## src/rtl/aes_inv_key_sched_pkg.sv

```systemverilog
// Shared AES constants and helpers for the inverse key-schedule walker.
package aes_inv_key_sched_pkg;

  localparam logic [1:0] LEN_128 = 2'b00;
  localparam logic [1:0] LEN_192 = 2'b01;
  localparam logic [1:0] LEN_256 = 2'b10;
  localparam logic [1:0] LEN_BAD = 2'b11;

  localparam logic [7:0] RCON_START_128 = 8'h36;
  localparam logic [7:0] RCON_START_192 = 8'h80;
  localparam logic [7:0] RCON_START_256 = 8'h40;

  typedef enum logic {IDLE, RUN} state_t;

  function automatic logic [3:0] nk_of(input logic [1:0] len);
    case (len)
      LEN_192: return 4'd6;
      LEN_256: return 4'd8;
      default: return 4'd4;
    endcase
  endfunction

  function automatic logic [3:0] nr_of(input logic [1:0] len);
    case (len)
      LEN_192: return 4'd12;
      LEN_256: return 4'd14;
      default: return 4'd10;
    endcase
  endfunction

  function automatic logic [7:0] rcon_start(input logic [1:0] len);
    case (len)
      LEN_192: return RCON_START_192;
      LEN_256: return RCON_START_256;
      default: return RCON_START_128;
    endcase
  endfunction

  // Inverse of GF(2^8) doubling: steps the round constant backwards.
  function automatic logic [7:0] inv_xtime(input logic [7:0] r);
    return r[0] ? (((r ^ 8'h1b) >> 1) | 8'h80) : (r >> 1);
  endfunction

  function automatic logic [31:0] rot_word(input logic [31:0] x);
    return {x[23:0], x[31:24]};
  endfunction

endpackage

```

## src/rtl/aes_sbox.sv

```systemverilog
// AES forward S-box, purely combinational table lookup.
module aes_sbox (
  input  logic [7:0] a,
  output logic [7:0] s
);

  localparam logic [2047:0] TABLE = {
    128'h637c777bf26b6fc53001672bfed7ab76, 128'hca82c97dfa5947f0add4a2af9ca472c0,
    128'hb7fd9326363ff7cc34a5e5f171d83115, 128'h04c723c31896059a071280e2eb27b275,
    128'h09832c1a1b6e5aa0523bd6b329e32f84, 128'h53d100ed20fcb15b6acbbe394a4c58cf,
    128'hd0efaafb434d338545f9027f503c9fa8, 128'h51a3408f929d38f5bcb6da2110fff3d2,
    128'hcd0c13ec5f974417c4a77e3d645d1973, 128'h60814fdc222a908846eeb814de5e0bdb,
    128'he0323a0a4906245cc2d3ac629195e479, 128'he7c8376d8dd54ea96c56f4ea657aae08,
    128'hba78252e1ca6b4c6e8dd741f4bbd8b8a, 128'h703eb5664803f60e613557b986c11d9e,
    128'he1f8981169d98e949b1e87e9ce5528df, 128'h8ca1890dbfe6426841992d0fb054bb16
  };

  // Entry a sits at bit 2047-8a, which is {~a, 3'b111}.
  assign s = TABLE[{~a, 3'b111} -: 8];

endmodule

```

## src/rtl/aes_inv_key_sched.sv

```systemverilog
// Reverse AES key-schedule walker: regenerates round keys Nr..0 from the last
// Nk expanded-key words. Optional macro AES_INV_KS_ZEROIZE_EN clears key
// material on completion and forces rk_out to 0 while rk_valid is low.
module aes_inv_key_sched
  import aes_inv_key_sched_pkg::*;
(
  input  logic         clk,
  input  logic         rst_n,
  input  logic         kld,
  input  logic [1:0]   len,
  input  logic [255:0] key_in,
  output logic         busy,
  output logic         rk_valid,
  input  logic         rk_ready,
  output logic [127:0] rk_out,
  output logic [3:0]   rk_round,
  output logic         rk_last,
  output logic         done
);

  state_t      state, state_nxt;
  logic [31:0] win [8];   // win[k] holds w[idx+k]
  logic [5:0]  idx;
  logic [3:0]  out_rnd;
  logic [2:0]  nkm1;
  logic [2:0]  jpos;      // (idx-1+Nk) mod Nk; always 3 at load for every key length
  logic [7:0]  rcon;

  logic        load, run, stall, step, avail, accept, final_acc;
  logic [6:0]  top_idx, last_needed;
  logic [2:0]  off;
  logic [31:0] x, top, sub_in, sub_out, g, new_w;
  logic [127:0] rk_sel;

  assign load        = kld && (len != LEN_BAD);
  assign run         = (state == RUN);
  assign top_idx     = {1'b0, idx} + {4'b0, nkm1};
  assign last_needed = {1'b0, out_rnd, 2'b11};
  assign stall       = (top_idx <= last_needed);
  assign step        = run && (idx != 6'd0) && !stall;
  assign avail       = run && ({out_rnd, 2'b00} >= idx);
  assign accept      = avail && rk_ready;
  assign final_acc   = accept && (out_rnd == 4'd0);
  assign off         = 3'({out_rnd, 2'b00} - idx);

  // Next backward word: w[idx-1] = w[j] ^ g(w[j-1]) with j = idx-1+Nk.
  always_comb begin
    x      = win[nkm1 - 3'd1];
    top    = win[nkm1];
    sub_in = (jpos == 3'd0) ? rot_word(x) : x;
    if (jpos == 3'd0)                          g = sub_out ^ {rcon, 24'h0};
    else if ((nkm1 == 3'd7) && (jpos == 3'd4)) g = sub_out;
    else                                       g = x;
    new_w  = top ^ g;
  end

  for (genvar b = 0; b < 4; b++) begin : g_sbox
    aes_sbox u_sbox (.a(sub_in[8*b +: 8]), .s(sub_out[8*b +: 8]));
  end

  // Round-key window select.
  always_comb begin
    rk_sel = {win[off], win[off + 3'd1], win[off + 3'd2], win[off + 3'd3]};
  end

  // State register.
  always_ff @(posedge clk) begin
    if (!rst_n) state <= IDLE;
    else        state <= state_nxt;
  end

  // Next-state logic: a legal load always (re)starts, final accept ends the walk.
  always_comb begin
    state_nxt = state;
    if (load)           state_nxt = RUN;
    else if (final_acc) state_nxt = IDLE;
  end

  // Window, index, round counter, rcon and done pulse.
  always_ff @(posedge clk) begin
    if (!rst_n) begin
      win     <= '{default: '0};
      idx     <= '0;
      out_rnd <= '0;
      nkm1    <= '0;
      jpos    <= '0;
      rcon    <= '0;
      done    <= 1'b0;
    end else begin
      done <= 1'b0;
      if (load) begin
        for (int unsigned k = 0; k < 8; k++) win[k] <= key_in[255 - 32*k -: 32];
        idx     <= 6'({nr_of(len), 2'b00} + 6'd4 - {2'b00, nk_of(len)});
        out_rnd <= nr_of(len);
        nkm1    <= 3'(nk_of(len) - 4'd1);
        jpos    <= 3'd3;
        rcon    <= rcon_start(len);
      end else if (run) begin
        if (step) begin
          for (int unsigned k = 7; k > 0; k--) win[k] <= win[k-1];
          win[0] <= new_w;
          idx    <= idx - 6'd1;
          jpos   <= (jpos == 3'd0) ? nkm1 : jpos - 3'd1;
          if (jpos == 3'd0) rcon <= inv_xtime(rcon);
        end
        if (accept && (out_rnd != 4'd0)) out_rnd <= out_rnd - 4'd1;
        if (final_acc) begin
          done <= 1'b1;
`ifdef AES_INV_KS_ZEROIZE_EN
          win  <= '{default: '0};
          rcon <= '0;
`endif
        end
      end
    end
  end

  assign busy     = run;
  assign rk_valid = avail;
  assign rk_round = out_rnd;
  assign rk_last  = avail && (out_rnd == 4'd0);
`ifdef AES_INV_KS_ZEROIZE_EN
  assign rk_out   = avail ? rk_sel : '0;
`else
  assign rk_out   = rk_sel;
`endif

endmodule

```

## config.mk

```make
export PLATFORM = sky130hd
export DESIGN_NAME = aes_inv_key_sched
export DESIGN_NICKNAME = d
export VERILOG_FILES = /design/src/rtl/aes_inv_key_sched_pkg.sv /design/src/rtl/aes_sbox.sv /design/src/rtl/aes_inv_key_sched.sv
export SDC_FILE = /design/constraint.sdc
export NUM_CORES = 2
export LEC_CHECK = 0
export BUFFER_PORTS_ARGS = -buffer_cell sky130_fd_sc_hd__buf_2
export CORE_MARGIN = 10
export CORE_UTILIZATION = 40
export DETAILED_ROUTE_END_ITERATION = 6
export PLACE_DENSITY_LB_ADDON = 0.15
export SYNTH_ARGS = -nofsm -noshare
export SYNTH_HDL_FRONTEND = slang
export SYNTH_SLANG_ARGS = --single-unit
```

## constraint.sdc

```tcl
create_clock -name clk -period 6.1 [get_ports clk]
set_input_delay 0.61 -clock clk [delete_from_list [all_inputs] [get_ports clk]]
set_output_delay 0.61 -clock clk [all_outputs]
set_load 0.03 [all_outputs]
```

# Word-level counts from Yosys, hierarchy flattened
# Index checks and enable logic that the tools add are counted.
dict set report op_classes {
  shifts 4
  n_eq_ne 5
  magnitude_cmp 8
  n_reduce_logical 25
  n_addsub 12
  muxes 49
  n_bitwise 15
}
# op n
set op_table {}
lappend op_table {{$shiftx 2055x12->8 const A} 4}
lappend op_table {{$mux 256} 3}
lappend op_table {{$bmux 32 s3} 6}
lappend op_table {{$mux 32} 15}
lappend op_table {{$xor 32x32->32} 2}
lappend op_table {{$mux 8} 5}
lappend op_table {{$not 8->8} 4}
lappend op_table {{$mux 4} 7}
lappend op_table {{$ge 4x4->1 const B} 6}
lappend op_table {{$not 3->4} 6}
lappend op_table {{$mux 6} 3}
lappend op_table {{$pmux 8 s2} 1}
lappend op_table {{$reduce_bool 2->1} 5}
lappend op_table {{$logic_and 1x1->1} 9}
lappend op_table {{$sub 3x1->3 const B} 3}
lappend op_table {{$pmux 4 s2} 1}
lappend op_table {{$add 6x3->7} 1}
lappend op_table {{$le 7x6->1} 1}
lappend op_table {{$add 3x2->3 const B} 2}
lappend op_table {{$add 6x3->6 const B} 1}
lappend op_table {{$eq 3x3->1 const B} 2}
lappend op_table {{$ge 6x6->1} 1}
lappend op_table {{$mux 2} 3}
lappend op_table {{$pmux 3 s2} 1}
lappend op_table {{21 further kinds} 26}
dict set report word_totals {
  register_bits 282
  out_inout_bits 136
}

# Longest topological paths before layout
dict set report logic_depth {
  depth_word 14
  mapped_depth 28
  mapped_depth_nobuf 18
}

# Modules after synthesis
# Synthesis repeated with hierarchy kept, for this count alone.
dict set report unflattened {
  cells_unflattened 4855
  area_unflattened_um2 38003.9
}
# mod instances seq_area_each_um2 area_per_inst_um2 cells_per_inst
set by_module_without_submodules {}
lappend by_module_without_submodules {aes_inv_key_sched 1 5645.4 24260.8 2651}
lappend by_module_without_submodules {aes_sbox 4 0.0 3435.8 551}

# Least setup slack after synthesis
# OpenSTA, ideal clock, no wires.
dict set report synth_timing {
  path_type {flip-flop to flip-flop}
  startpoint {register nkm1[1]}
  endpoint {register win[235] (netlist bit)}
  slack_ns -0.533
  n_path_buf 9
  period_less_slack_ns 6.633
  stages_incl_launch_ff 25
  arrival_time_ns 6.547
  t_required_ns 6.014
  path_cell_list {dfxtp_1 > buf_1 > buf_1 > clkbuf_1 > clkbuf_1 > inv_1 > ha_1 > buf_4 > buf_4 > mux2i_1 > mux4_1 > mux2_2 > clkbuf_1 > ha_1 > clkbuf_1 > inv_1 > and2_0 > clkbuf_1 > nor3_1 > a311oi_1 > o311a_1 > a211o_1 > o31ai_1 > mux2_2 > a211oi_1}
}
dict set report synth_between {
  elab_chain_len 14
}
# element line_no
set synth_rtl {}
lappend synth_rtl {{start, declared} aes_inv_key_sched.sv:25} ;# logic [2:0] nkm1;
lappend synth_rtl {{start signal, assigned} aes_inv_key_sched.sv:95} ;# nkm1 <= 3'(nk_of(len) - 4'd1);
lappend synth_rtl {{$sub 3x1->3} aes_inv_key_sched.sv:48} ;# x = win[nkm1 - 3'd1];
lappend synth_rtl {{$not 3->4 (implied by the code)} aes_inv_key_sched.sv:48}
lappend synth_rtl {{$bmux 32 s3} aes_inv_key_sched.sv:48}
lappend synth_rtl {{$mux 32 (implied by the code) (2 in series)} aes_inv_key_sched.sv:48}
lappend synth_rtl {{$mux 32} aes_inv_key_sched.sv:50} ;# sub_in = (jpos == 3'd0) ? rot_word(x) : x;
lappend synth_rtl {{$not 8->8} aes_sbox.sv:19} ;# assign s = TABLE[{~a, 3'b111} -: 8];
lappend synth_rtl {{$shiftx 2055x12->8} aes_sbox.sv:19}
lappend synth_rtl {{$mux 32 or $xor 32x32->32 (tied branches)} {aes_inv_key_sched.sv:52, aes_inv_key_sched.sv:51}}
lappend synth_rtl {{$mux 32} aes_inv_key_sched.sv:51} ;# if (jpos == 3'd0) g = sub_out ^ {rcon, 24'h0};
lappend synth_rtl {{$xor 32x32->32} aes_inv_key_sched.sv:54} ;# new_w = top ^ g;
lappend synth_rtl {{$mux 256} aes_inv_key_sched.sv:99} ;# if (step) begin
lappend synth_rtl {{$mux 256} aes_inv_key_sched.sv:98} ;# end else if (run) begin
lappend synth_rtl {{$mux 256} aes_inv_key_sched.sv:91} ;# if (load) begin
lappend synth_rtl {{end, declared} aes_inv_key_sched.sv:22} ;# logic [31:0] win [8];
# Parallel ways exist; a longest one is shown, timed or not. The select of a mux whose other input is x is not followed.
# A chain may end at the register's enable or synchronous reset.

# Worst setup path after layout
dict set report layout_timing {
  startpoint {register nkm1[0]}
  endpoint {register win[237] (netlist bit)}
}
# The elaborated chain is that of the path after synthesis.

==> results_dict.tcl <==
set metrics [dict create \
    cts_buffer_depth 3 \
    fin_skew_ns 0.0158 \
    max_stage_delay_ns 0.75 \
    core_area_um2 95400 \
    cts_tree "yes" \
    min-delay-path-class "input port to flop" \
    r2r_setup_slack_ns 0.24 \
    grt_pass1_wl_mm 319 \
    hold_viol 0 \
    worstHoldEndpoint "win[237]" \
    relSlewSlack_pct 17.0 \
    cts_sinks 282 \
    ant_nets 0 \
    multi_input_area_um2 30600 \
    fillers 9723 \
    cp_common_cell "buf_4" \
    grt.total_usage_pct 38.5 \
    status "finished, final reports clean" \
    num_io_pins 398 \
    ctsHoldBuffers 0 \
    max_cap_viol_count 0 \
    root_buffer "clkbuf_16" \
    hold_start "key_in[237]" \
    setup.worst_path.start_class "flop" \
    reg2reg_from "nkm1[0]" \
    setup_viol 0 \
    ys_seq_area_share_pct 14.6 \
    postCtsSetupBuffers 0 \
    rows 113 \
    io_buffers 397 \
    drtPass1Iterations 6 \
    drc_errors 0 \
    postLayoutCoreUtil_pct 45.8 \
    min_path_cells 3 \
    synthArstFlopShare_pct 0 \
    synth_top_area_share_pct 18.1 \
    vias_per_cell 7.26 \
    clock_latency_ns 0.57 \
    start_util_pct 40.4 \
    yosys-top-cells-count "nand2_1, nor2_1, clkbuf_1, o21ai_0, mux4_2" \
    synth_top_cell_by_area "mux4_2" \
    period_share_pct 96.0 \
    finish.instance_area_um2 43700 \
    synth_nets 5326 \
    leakagePower_nw 15.8 \
    fin_tns_setup_ns 0 \
    vdd_drop_max_v 0.000214 \
    gr-total-overflow 0 \
    syn-mean-instance-area_um2 7.74 \
    gp_congestion 1.08 \
    die-height_um 331 \
    die_x_um 331 \
    num_vias 47000 \
    drive_gt1_share_pct 25.1 \
    synth_seq_cells 282 \
    syn-cell-area_um2 38600 \
    hpwlAfterDp_mm 162 \
    wl_per_cell_um 34.2 \
    post-place-ws_ns 0.394 \
    seqCellArea_um2 5660 \
    cts_resized 0 \
    synth_cells 4986 \
    grt_max_degree 146 \
    drv_slew 0 \
    holdWs_ns 0.291 \
    crit_chain "inv_1 -> ha_4 -> xor2_4 -> buf_12 -> mux4_1 -> mux2_2 -> inv_2 -> ha_1 -> buf_4 -> nor2_1 -> a21oi_1 -> o221ai_1 -> a211o_1 -> a31oi_1 -> nor4b_1 -> buf_4 -> xor2_1 -> mux2i_1 -> o21ai_0" \
    period_minus_slack_ns 5.86 \
    rsz0062_at_grt "false" \
    grt_pass1_vias 43500 \
    die-area_um2 109000 \
    h-tree-depth 2 \
    crit_slowest_cell "mux4_1" \
    synth_area_leaders "mux4_2, dfxtp_1, nand2_1, a311oi_1, mux2_2" \
    synth_edf_count 0 \
    critPathMaxFanout 14 \
    r2r_cells 19 \
    yosysMostFrequentCell "nand2_1" \
    path_buf_inv 5 \
    arrival_ns 6.34 \
    path_class "flop to flop" \
    place_area_um2 42600 \
    worst_pin_slew_ns 1.23 \
    path_delay_family "multiplexers" \
    drtIter0Drc 7547 \
    syn_to_final_growth_pct 13.3 \
    yosysUniqueCellTypes 98 \
    yosys_warnings 0 \
    wirelength_mm 221 \
    fmax_ghz 0.171 \
    synth-main-ff-cell "dfxtp_1" \
    nets 5514 \
    cts_buffers 34 \
    r2r-end "win[237]" \
    fin_ws_ns 0.243 \
    powerDensity_nw_per_um2 391 \
    critPathRequiredTime_ns 6.58 \
    grt_antenna_before_repair 9 \
    clk_pin_slew_worst_paths_ns 0.06 \
    end_kind "flop" \
]
[worst register-to-register path, delay by kind of cell, from the launching register on]
kind / cells / cell delay, ns
multiplexers: 3 / 1.34
AO/OA/AOI/OAI: 5 / 1.03
adder cells (fa/ha/maj): 2 / 0.52
buffers and inverters: 5 / 1.10
AND/OR/NAND/NOR: 2 / 0.80
flip-flops: 1 / 0.46
XOR/XNOR: 2 / 0.53
[logic make-up after synthesis]
| kind of cell | Yosys count | share of synthesized area, % |
|---|---|---|
| mux | 649 | 27.5 |
| compound gates | 1495 | 27.1 |
| fa+ha+maj | 78 | 2.55 |
| simple gates | 1811 | 20.0 |
| buf+inv | 607 | 6.74 |
| flops | 282 | 14.6 |
| xor+xnor | 64 | 1.52 |
[sequential cells by signal, indices dropped and copies added, names as in the netlist]
| signal | cells |
|---|---|
| win | 256 |
| busy | 1 |
| rcon | 8 |
| nkm1 | 3 |
| jpos | 3 |
| rk_round | 4 |
| done | 1 |
| idx | 6 |
[layout by cell type, fill, tap and decap left out, drive strengths merged, types with 18 or more instances in the layout]
master	instances
xor2	25
nor2	494
mux2	166
a211oi	76
nand2	852
o2111ai	21
o21a	18
inv	48
nor3	128
or3	23
dfxtp	282
a2111oi	21
o31ai	22
buf	711
nand4	22
o211ai	77
a311oi	263
a21oi	267
o22ai	29
clkbuf	49
o221ai	34
a22oi	19
xnor2	39
and3	33
o311ai	52
o21ai	331
ha	77
nand3	141
mux4	311
mux2i	172
a31oi	65
a221oi	36
[cell type report]
cell class | count | share of cell area, %
Clock inverter | 9 | 0.235
Timing Repair Buffer | 711 | 10.5
Clock buffer | 49 | 2.24
Sequential cell | 282 | 12.9
Multi-Input combinational cell | 4097 | 69.9
Inverter | 48 | 0.441
Antenna cell | 9 | 0.0515
Tap cell | 1265 | 3.62
[how the worst max path moves through the flow]
stage / startpoint / endpoint / slack (ns) / depth (start not counted)
2_1_floorplan: nkm1[1] / win[235] / 0.09 / 24
3_3_place_gp: nkm1[0] / win[237] / 0.36 / 19
3_5_place_dp: nkm1[0] / win[255] / 0.39 / 19
4_1_cts: nkm1[0] / win[255] / 0.38 / 19
5_1_grt: nkm1[0] / win[237] / 0.04 / 19
6_report: nkm1[0] / win[237] / 0.24 / 19
[report_power, final]
group	internal, W	switching (W)	total (W)
sequential	0.00202	0.000387	0.00240
combinational	0.00416	0.00842	0.0126
clock	0.00120	0.000909	0.00211
total	0.00737	0.00971	0.0171
[layer usage]
metal / up-vias / share of wire (%) / GRT usage [%]
li1: 19600 / - / -
met1: 23200 / 40 / 53.1
met2: 3614 / 43 / 56.4
met3: 612 / 12 / 9.36
met4: 8 / 5.2 / 17.0
met5: - / 0.025 / 0
[through the flow]
| step | total power [W] | instances |
|---|---|---|
| 2_1_floorplan | 0.00966 | 4986 |
| 3_3_place_gp | 0.0146 | 6403 |
| 3_5_place_dp | 0.0144 | 6403 |
| 4_1_cts | 0.0165 | 6461 |
| 5_1_grt | 0.0176 | 6462 |
| 6_report | 0.0171 | 6470 |
Note: power is estimated with default switching activity, not from simulation.
